### config.mk
export PLATFORM = sky130hd
export DESIGN_NAME = bin_gray
export DESIGN_NICKNAME = d
export VERILOG_FILES = /design/src/rtl/gray_pkg.sv /design/src/rtl/gray2bin_dec.sv /design/src/rtl/bin_gray.sv
export SDC_FILE = /design/constraint.sdc
export NUM_CORES = 1
export LEC_CHECK = 0
export BUFFER_PORTS_ARGS = -buffer_cell sky130_fd_sc_hd__clkbuf_2
export CORE_AREA = 2 2 47 49
export CTS_BUF_LIST = sky130_fd_sc_hd__clkbuf_4
export CTS_CLUSTER_DIAMETER = 100
export DETAILED_ROUTE_END_ITERATION = 6
export DIE_AREA = 0 0 49 51
export GPL_ROUTABILITY_DRIVEN = 0
export GPL_TIMING_DRIVEN = 0
export PLACE_DENSITY = 0.59
export SYNTH_ARGS = -nofsm -noshare
export SYNTH_HDL_FRONTEND = slang
export SYNTH_SLANG_ARGS = --single-unit
### constraint.sdc
create_clock -name clk -period 3.2 [get_ports clk]
set_clock_uncertainty 0.2 [all_clocks]
set_input_delay 0.32 -clock clk [delete_from_list [all_inputs] [get_ports clk]]
set_output_delay 0.32 -clock clk [all_outputs]
set_load 0.1 [all_outputs]
### src/rtl/gray_pkg.sv
// Shared helpers for binary/Gray conversion; pure functions, no state.
// Latency: combinational only.
// Backpressure: not applicable (no handshake).
package gray_pkg;

  localparam int GRAY_W_DEFAULT = 4;
  localparam int GRAY_W_MAX     = 32;

  // Operates on a zero-extended 32-bit value; callers truncate back to their
  // width. Zero upper bits never leak into the lower Gray bits.
  function automatic logic [GRAY_W_MAX-1:0] bin2gray(input logic [GRAY_W_MAX-1:0] b);
    return b ^ (b >> 1);
  endfunction

  // Prefix XOR from the MSB down; zero upper bits leave the result unchanged.
  function automatic logic [GRAY_W_MAX-1:0] gray2bin(input logic [GRAY_W_MAX-1:0] g);
    logic [GRAY_W_MAX-1:0] b;
    logic                  acc;
    b   = '0;
    acc = 1'b0;
    for (int i = GRAY_W_MAX - 1; i >= 0; i--) begin
      acc  = acc ^ g[i];
      b[i] = acc;
    end
    return b;
  endfunction

  function automatic logic [5:0] popcount(input logic [GRAY_W_MAX-1:0] v);
    logic [5:0] cnt;
    cnt = '0;
    for (int i = 0; i < GRAY_W_MAX; i++) begin
      cnt = cnt + {5'd0, v[i]};
    end
    return cnt;
  endfunction

endpackage

### src/rtl/gray2bin_dec.sv
// Gray-to-binary decoder: bin[MSB] = gray[MSB], bin[i] = bin[i+1] ^ gray[i].
// Latency: combinational.
// Backpressure: none.
// Ports: gray (WIDTH) in, binary (WIDTH) out.
module gray2bin_dec #(
  parameter int WIDTH = 4
) (
  input  logic [WIDTH-1:0] gray,
  output logic [WIDTH-1:0] binary
);

  // Running XOR held in a scalar so the vector output never feeds itself.
  always_comb begin
    logic acc;
    acc    = 1'b0;
    binary = '0;
    for (int i = WIDTH - 1; i >= 0; i--) begin
      acc       = acc ^ gray[i];
      binary[i] = acc;
    end
  end

endmodule

### src/rtl/bin_gray.sv
// Binary-to-Gray converter with a registered copy and round-trip/step checkers.
// Latency: gray is combinational; gray_q/out_valid 1 cycle; rt_err 2 cycles.
// Backpressure: none; every cycle with in_valid high is accepted.
// Ports: clk, rst_n (async, active low), binary/in_valid in;
//        gray (comb), gray_q/out_valid (registered), bin_rt (decoded gray_q),
//        rt_err/step_err (registered fault flags).
module bin_gray
  import gray_pkg::*;
#(
  parameter int WIDTH = GRAY_W_DEFAULT
) (
  input  logic             clk,
  input  logic             rst_n,
  input  logic [WIDTH-1:0] binary,
  input  logic             in_valid,
  output logic [WIDTH-1:0] gray,
  output logic [WIDTH-1:0] gray_q,
  output logic             out_valid,
  output logic [WIDTH-1:0] bin_rt,
  output logic             rt_err,
  output logic             step_err
);

  logic [WIDTH-1:0] bin_q;
  logic             prev_valid;
  logic [WIDTH-1:0] diff;
  logic             adjacent;
  logic             step_bad;

  assign gray = WIDTH'(bin2gray(32'(binary)));

  gray2bin_dec #(
    .WIDTH(WIDTH)
  ) u_dec (
    .gray  (gray_q),
    .binary(bin_rt)
  );

  // Modular difference makes all-ones <-> zero count as a unit step.
  assign diff     = binary - bin_q;
  assign adjacent = (diff == WIDTH'(1)) || (diff == {WIDTH{1'b1}});
  assign step_bad = (popcount(32'(gray ^ gray_q)) != 6'd1);

  always_ff @(posedge clk or negedge rst_n) begin
    if (!rst_n) begin
      bin_q      <= '0;
      gray_q     <= '0;
      out_valid  <= 1'b0;
      prev_valid <= 1'b0;
      rt_err     <= 1'b0;
      step_err   <= 1'b0;
    end else begin
      // Compares the currently presented gray_q against the binary it came from.
      rt_err <= out_valid && (bin_rt != bin_q);
      if (in_valid) begin
        bin_q      <= binary;
        gray_q     <= gray;
        out_valid  <= 1'b1;
        prev_valid <= 1'b1;
        step_err   <= prev_valid && adjacent && step_bad;
      end else begin
        out_valid <= 1'b0;
        step_err  <= 1'b0;
      end
    end
  end

endmodule

# [Word-level counts from Yosys, hierarchy flattened]
# Index checks and enable logic that the tools add are counted.
[word_totals] latchBits=0 mem_bits_ro=0 elab_cells=53 ramBits=0 out_inout_bits=15 memories=0 reg_bits=12
[op_classes] mux=2 eq_ne=4 addsub=32 n_shift=0 bitwise=5 order_cmp=0 reduce_logical=4 div=0 n_mul=0
[ops] op="adder 6 x 1 -> 6 bit (second input constant)" n=26
[ops] op="adder 5 x 1 -> 6 bit (second input constant)" n=1
[ops] op="!= test 6 x 1 -> 1 bit (second input constant)" n=1
[ops] op="adder 4 x 1 -> 5 bit (second input constant)" n=1
[ops] op="adder 3 x 1 -> 4 bit" n=1
[ops] op="== test 4 x 1 -> 1 bit (second input constant)" n=1
[ops] op="== test 4 bit (second input constant)" n=1
[ops] op="!= test 4 bit" n=1
[ops] op="subtractor 4 bit" n=1
[ops] op="XOR 4 x 3 -> 4 bit" n=1
[ops] op="XOR 4 bit" n=1
[ops] op="adder 2 x 1 -> 3 bit" n=1
[ops] op="logical AND 1 bit" n=3
[ops] op="XOR 1 bit" n=3
[ops] op="adder 1 x 1 -> 2 bit" n=1
[ops] op="2-to-1 mux 1 bit" n=2
[ops] op="logical OR 1 bit" n=1

# [Logic depth before layout (Yosys ltp)]
# Gate-level depths: netlist of run 1.
[logic_depth] word_depth=36 ltp_mapped=9 mapped_depth_nobuf=9

# [Modules after synthesis]
# From an unflattened synthesis of run 1, not the netlist that was laid out.
[unflattened] hier_cells=66 area_unflattened_um2=744.5
[by_module_without_submodules] module="bin_gray" area_per_inst_um2=694.4 instances=1 cells_per_inst=61
[by_module_without_submodules] module="gray2bin_dec" area_per_inst_um2=50.0 instances=1 cells_per_inst=5

# [Least setup slack after synthesis of run 1]
# No wires, ideal clock.
[synth_timing] path_type="reg-to-output" start="register gray_q[2]" end="output bin_rt[0]" t_required_ps=2680 setup_slack_ps=-993 t_arrival_ps=3673 path_buffers=0 stages_incl_launch_ff=4 path_cell_list="dfrtp_1 xnor2_2 xnor2_2 xor2_1"
[synth_via] elab_chain_len=3
[synth_lines] item="from (decl)" line="bin_gray.sv:17" source="output logic [WIDTH-1:0] gray_q,"
[synth_lines] item="from (signal assigned)" line="bin_gray.sv:57" source="gray_q <= gray;"
[synth_lines] item="XOR 1 bit (2 in series)" line="gray2bin_dec.sv:18" source="acc = acc ^ gray[i];"
[synth_lines] item="via bin_rt[1]" line="bin_gray.sv:19" source="output logic [WIDTH-1:0] bin_rt,"
[synth_lines] item="XOR 1 bit" line="gray2bin_dec.sv:18"
[synth_lines] item="to (decl)" line="bin_gray.sv:19"
# The timed path passes the listed nets, and every way through them passes these cells.

# [Worst setup path in the final report of run 1]
[layout_timing] start="register gray_q[3]" end="register step_err"
[layout_via] elab_chain_len=33
[layout_lines] item="XOR 4 bit" line="bin_gray.sv:42" source="assign step_bad = (popcount(32'(gray ^ gray_q)) != 6'd1);"
[layout_lines] item="adder 3 x 1 -> 4 bit" line="gray_pkg.sv:32" source="cnt = cnt + {5'd0, v[i]};"
[layout_lines] item="adder 4 x 1 -> 5 bit" line="gray_pkg.sv:32"
[layout_lines] item="adder 5 x 1 -> 6 bit" line="gray_pkg.sv:32"
[layout_lines] item="adder 6 x 1 -> 6 bit (26 in series)" line="gray_pkg.sv:32"
[layout_lines] item="!= test 6 x 1 -> 1 bit" line="bin_gray.sv:42"
[layout_lines] item="logical AND 1 bit" line="bin_gray.sv:60" source="step_err <= prev_valid && adjacent && step_bad;"
[layout_lines] item="2-to-1 mux 1 bit" line="bin_gray.sv:55" source="if (in_valid) begin"
[layout_lines] item="to (signal assigned)" line="bin_gray.sv:60"
[layout_lines] item="to (decl)" line="bin_gray.sv:21" source="output logic step_err"
# Every way passes these cells.
# A chain may end at the register's enable or synchronous reset.

==> flow_summary_export.csv, run 1 <==
group,metric,value,unit
synth,yosys-top-cells-area,"dfrtp_1 36%, xnor2_1 10%, ha_1 8.3%",
clocking,clock_sinks,11,
synth,synthAdderAreaFrac,0.136,
sta,rsz0062_at_grt,"false",
sta,period_share,0.837,
power,clock_power_share,0.147,
synth,synth_top_area_frac,0.365,
sta,min_period,2.68,ns
synth,ys_warn_count,0,
power,max-vdd-ir-drop,441,uV
sta,setup_violations,0,
die,die-area,2500,sq um
route,drt-total-wl,1390,um
sta,fin_setup_tns,0,ns
setup_path,cpPeakStageDelay,0.54,ns
setup_path,timing.critical_path.buf_inv,1,
die,ios,22,
power,leakagePower,0.000468,uW
synth,synthCells,69,
finish,syn_to_final_growth,33.0,%
synth,synth_edf_count,0,
clocking,cts_tree,"yes",
power,pwr-share-comb,0.618,
clocking,cts_resized,0,
setup_path,critical_path.top_delay_family,"adder cells",
synth,synth-xor-area-share,0.204,
finish,n_antenna_cell,0,
synth,synth_area_per_cell,10.9,sq um
synth,synthFlopType,"dfrtp_1",
sta,hold_viol,0,
setup_path,startpoint_type,"flop",
synth,ys_ff_latch,11,
finish,num-fill-cells,206,
worst_hold_path,hold_path.class,"in -> reg",
sta,relSlewSlack,0.640,
finish,drive_gt1_frac,0.442,
synth,yosys.area_share.simple,0.0945,
die,die_w,49,um
die,die_h,51,um
synth,async_flop_share,1.00,
die,rows,17,
run_status,status,"completed",
synth,synth.net_count,83,
clocking,clk_root_buffer_cell,"clkbuf_4",
synth,netlist_area,754,sq um
placed_design,io_buffers,21,
clocking,cts_buffer_depth,2,
synth,yosysSeqAreaShare,0.365,
sta,worst_pin_slew,0.543,ns
route,via_per_inst,4.46,
die,initial_utilization,0.366,
route,drt_iter0_markers,1,
setup_path,crit_type,"reg -> reg",
power,p_int,325,uW
setup_path,cp_slowest_cell,"fa_1",
route,num_vias,548,
power,switching_share,0.549,
run,cap_violations,0,
route,drc,0,
synth,synth-compound-area-share,0.0398,
synth,muxShareOfSynthArea,0.0746,
finish,postLayoutCoreUtil,0.486,
setup_path,rrSetupSlack,0.52,ns
die,coreArea,2060,sq um
global_route,grt_pass1_vias,538,
placed_design,place_hpwl,1130,um
route,drt_first_pass_iters,2,
global_route,grt_max_degree,12,
synth,synth_top_family_by_area,"XOR/XNOR gates",
route,final_antenna_net_count,0,
finish,fin_nets,110,
synth,yosysTopAreaCell,"dfrtp_1",
global_route,grt_pass1_wl,2370,um
global_route,antenna_found_initial,0,
setup_path,cp_max_fo,5,
synth,synthDistinctLibCells,21,
setup_path,path_common_cell,"ha_1",
clocking,clkTransAtPathRegs,0.07,ns
sta,max_freq,373,MHz
clocking,cts_setup_buffers,0,
synth,synth_most_common_cell,"dfrtp_1",
sta,slew_violations,0,
global_route,grt.total_usage,0.127,
route,wl_per_cell,11.3,um
power,powerDensity,716,nW/um^2
power,p_sw,394,uW
setup_path,end_kind,"flop",
clocking,htreeDepth,1,
global_route,grt-ovfl-total,0,
setup_path,required,3.15,ns
synth,synth_common_cells,"11 x dfrtp_1, 9 x xnor2_1, 8 x inv_1, 5 x ha_1",
setup_path,arrival,2.63,ns
setup_path,worstPathCellList,"xnor2_2, fa_1, inv_1, ha_1, ha_1, nor3b_1, nor4b_1, mux2_1",
clocking,insertion_delay,0.26,ns
power,pwr-share-seq,0.235,
clocking,cts_made_buffers,3,
-- flip-flops by register name (all words and copies together), names as in the netlist --
signal and flops:
prev_valid 1, gray_q 4, bin_q 3, rt_err 1
out_valid 1, step_err 1
-- layout by cell type (no fill, tap or decap), types with 3 or more instances in the layout --
master	instances
a21oi_1	3
buf_4	4
clkbuf_2	21
clkbuf_4	4
dfrtp_1	10
ha_1	5
inv_1	8
mux2_2	4
nand2_1	3
o21ai_0	3
xnor2_1	9
xor2_4	3
-- power groups by stage --
stage,Clock (uW),Combinational [uW],Sequential (uW)
final,105,444,169
after CTS,108,450,169
after global routing,117,476,172
after global placement,0,444,172
after floorplan,0,313,242
after detailed placement,0,448,172
-- kinds of logic (layout without fill, tap and decap cells) --
logic type      Yosys count  after routing
compound gates            6              6
flops                    11             11
simple gates             12             12
buf+inv                  13             39
xor+xnor                 15             15
mux                       5              5
fa+ha+maj                 7              7
-- stage by stage --
| stage | cells | worst slack [ns] | hold WS [ns] | power (uW) | area, sq um |
|---|---|---|---|---|---|
| final | 123 | 0.523 | 0.0198 | 719 | 1000 |
| after floorplan | 69 | 0.00639 | -0.176 | 555 | 823 |
| after detailed placement | 118 | 0.237 | 0.0241 | 621 | 963 |
| after global placement | 118 | 0.269 | 0.0236 | 616 | 963 |
| after CTS | 123 | 0.494 | 0.0141 | 728 | 1000 |
| after global routing | 123 | 0.377 | 0.0134 | 765 | 1000 |
-- path summary, 6_finish.rpt --
check	from	end	depth (start not counted)
setup / recovery	gray_q[3]$_DFFE_PN0P_	step_err$_DFF_PN0_	8
hold / removal	in_valid	out_valid$_DFF_PN0_	1
setup reg to reg	gray_q[3]$_DFFE_PN0P_	step_err$_DFF_PN0_	8
hold reg to reg	prev_valid$_DFFE_PN0P_	prev_valid$_DFFE_PN0P_	1
max in group asynchronous	rst_n	gray_q[0]$_DFFE_PN0P_	2
min in group asynchronous	rst_n	rt_err$_DFF_PN0_	2
-- what timing repair did --
action                     4_1_cts  5_1_grt
hold buffers                     1        0
setup endpoints to repair        0        0
hold endpoints to repair        11        0
-- area by class of cell --
cell class	count	area [sq um]	share of cell area
Tap cell	28	35.0	0.0349
Clock buffer	4	30.0	0.0299
Timing Repair Buffer	22	115	0.115
Sequential cell	11	277	0.276
Inverter	8	30.0	0.0299
Buffer	5	35.0	0.0349
Multi-Input combinational cell	45	482	0.480
-- worst register-to-register path: cells and delay by family (launching register included) --
kind                       cells  cell delay, ns
DFF                            1            0.47
xor gates and xnor gates       1            0.20
buffers and inverters          1            0.04
and+or+nand+nor                2            0.36
adders and majority gates      3            0.99
muxes                          1            0.30
-- routing by layer --
metal	vias to the layer above	global-route usage	wire [um]
li1	268	-	-
met1	270	0.165	591
met2	8	0.208	734
met3	2	0.0292	48
met4	0	0.0429	14
met5	-	0	0
Power figures use the tool's default switching activity.
==> inputs of run 2 (changes only) <==
==> constraint.sdc (replaced) <==
create_clock -name clk -period 2.5 [get_ports clk]
set_clock_uncertainty 0.2 [all_clocks]
set_input_delay 0.25 -clock clk [delete_from_list [all_inputs] [get_ports clk]]
set_output_delay 0.25 -clock clk [all_outputs]
set_load 0.1 [all_outputs]
==> run 2 against run 1 <==
Power up 43%. Die area unchanged. Global-route usage up 0.92 points. Hold slack better by 0.11 ns. Largest cell class unchanged. Largest power group unchanged. Highest routed layer is now met3.
==> flow_summary_export.csv, run 2 (same netlist as run 1, synthesis figures left out) <==
group,metric,value,unit
route,drt_first_pass_iters,3,
die,ios,22,
placed_design,place_ws,-0.248,ns
placed_design,place_hpwl,1150,um
sta,min_period,2.43,ns
placed_design,placed_area,1000,sq um
worst_hold_path,hold_path.class,"in -> reg",
power,p_int,488,uW
die,coreArea,2060,sq um
finish,final_common_cell,"clkbuf_2",
global_route,grtUsageMet3,0.0439,
sta,slew_violations,0,
global_route,grt_pass1_vias,562,
power,max-vdd-ir-drop,622,uV
setup_path,crit_type,"reg -> reg",
global_route,antenna_found_initial,0,
die,die_h,51,um
sta,max_freq,411,MHz
global_route,grt.total_usage,0.136,
route,via_per_inst,4.38,
sta,period_share,0.974,
clocking,cts_tree,"yes",
setup_path,startpoint_type,"flop",
global_route,grt_util_met2,0.233,
route,drt-total-wl,1460,um
sta,relSlewSlack,0.640,
finish,layout_common_cells,"20 x clkbuf_2, 8 x inv_1, 8 x buf_4, 7 x xnor2_1, 7 x dfrtp_1",
route,num_vias,561,
run,cap_violations,0,
global_route,grt_max_degree,12,
clocking,clock_sinks,11,
finish,top_register,"gray_q",
setup_path,cp_max_fo,2,
global_route,grt_busiest_layer,"met2",
sta,hold_viol,0,
finish,reg_top3,"gray_q (4), bin_q (3)",
die,die-area,2500,sq um
power,p_sw,538,uW
run_status,status,"completed",
die,rows,17,
die,die_w,49,um
sta,fin_ws,0.0660,ns
route,wl_per_cell,11.4,um
route,drt_iter0_markers,3,
clocking,cts_made_buffers,3,
sta,rsz0062_at_grt,"true",
sta,setup_violations,0,
power,pwr-share-seq,0.212,
global_route,met1_usage,0.162,
finish,num-fill-cells,193,
global_route,grt-ovfl-total,0,
setup_path,end_kind,"flop",
clocking,clk_root_buffer_cell,"clkbuf_4",
finish,syn_to_final_growth,49.3,%
global_route,grt_pass1_wl,2530,um
finish,fin_nets,115,
power,pwr-share-comb,0.658,
route,final_antenna_net_count,0,
clocking,clkTransAtPathRegs,0.07,ns
clocking,cts_buffer_depth,2,
finish,fin_area,1130,sq um
route,drc,0,
power,leakagePower,0.000507,uW
die,initial_utilization,0.366,
setup_path,required,2.46,ns
setup_path,arrival,2.39,ns
finish,drive_gt1_frac,0.560,
power,powerDensity,911,nW/um^2
finish,n_antenna_cell,0,
power,clock_power_share,0.130,
placed_design,io_buffers,21,
sta,fin_setup_tns,0,ns
power,switching_share,0.525,
clocking,insertion_delay,0.27,ns
sta,worst_pin_slew,0.542,ns
finish,largest_register_ffs,4,
clocking,htreeDepth,1,
## run 2: changes by cell type in the layout (fill, tap and decap cells not counted), moves of 2 or more
cell,previous run,this run
buf_4,4,8
dfrtp_2,1,3
xnor2_4,1,3
xnor2_1,9,7
dfrtp_1,10,7
ha_1,5,3
## run 2: final cells by class
type                       instances  area (sq um)  share of cell area
buffer                             4          27.5              0.0244
timing repair buffer              28           165               0.147
clock buffer                       4          30.0              0.0267
sequential                        11           283               0.251
inverter                           8          30.0              0.0267
tap                               28          35.0              0.0311
multi-input combinational         45           556               0.493
## run 2: power groups by stage
| stage | clock network (uW) | logic (uW) | registers [uW] |
|---|---|---|---|
| finish | 133 | 675 | 217 |
| detailed placement | 0 | 614 | 224 |
| CTS | 137 | 684 | 218 |
| global placement | 0 | 602 | 223 |
| global route | 151 | 713 | 220 |
| floorplan | 0 | 432 | 313 |
## run 2: final timing paths
| check | startpoint | to | slack (ns) | cells past startpoint |
|---|---|---|---|---|
| max | gray_q[1]$_DFFE_PN0P_ | step_err$_DFF_PN0_ | 0.07 | 8 |
| min | binary[0] | bin_q[0]$_DFFE_PN0P_ | 0.13 | 2 |
| max reg2reg | gray_q[1]$_DFFE_PN0P_ | step_err$_DFF_PN0_ | 0.07 | 8 |
| min reg2reg | prev_valid$_DFFE_PN0P_ | prev_valid$_DFFE_PN0P_ | 0.28 | 1 |
| max in group asynchronous | rst_n | gray_q[2]$_DFFE_PN0P_ | 1.66 | 2 |
| min in group asynchronous | rst_n | gray_q[1]$_DFFE_PN0P_ | 0.19 | 2 |
## run 2: worst max-delay path, cell delays in order (launching register included)
cell and delay [ns]:
dfrtp_4 0.51, xnor2_4 0.14, fa_1 0.48, inv_1 0.04, ha_2 0.19, ha_4 0.21, nor3b_4 0.20, nor4b_1 0.08
mux2_4 0.27
## run 2: per-stage QoR
stage               utilization  power [uW]  instances  hold WS, ns
global placement          0.486         825        118      -0.0524
floorplan                     -         745         69       -0.246
CTS                       0.542        1040        127        0.122
finish                    0.546        1030        128        0.126
global route              0.546        1080        128        0.121
detailed placement        0.486         838        118      -0.0513
## run 2: per-layer routing
metal,vias to the layer above,wire length [um]
met5,-,0
met4,0,0
li1,282,-
met1,269,636
met2,10,782
met3,0,41
## run 2: repair_timing
action,in CTS,in global routing
resized for setup,7,0
hold endpoints to repair,12,0
pin swaps,6,2
hold buffers,2,0
setup endpoints to repair,1,1
setup buffers,4,1
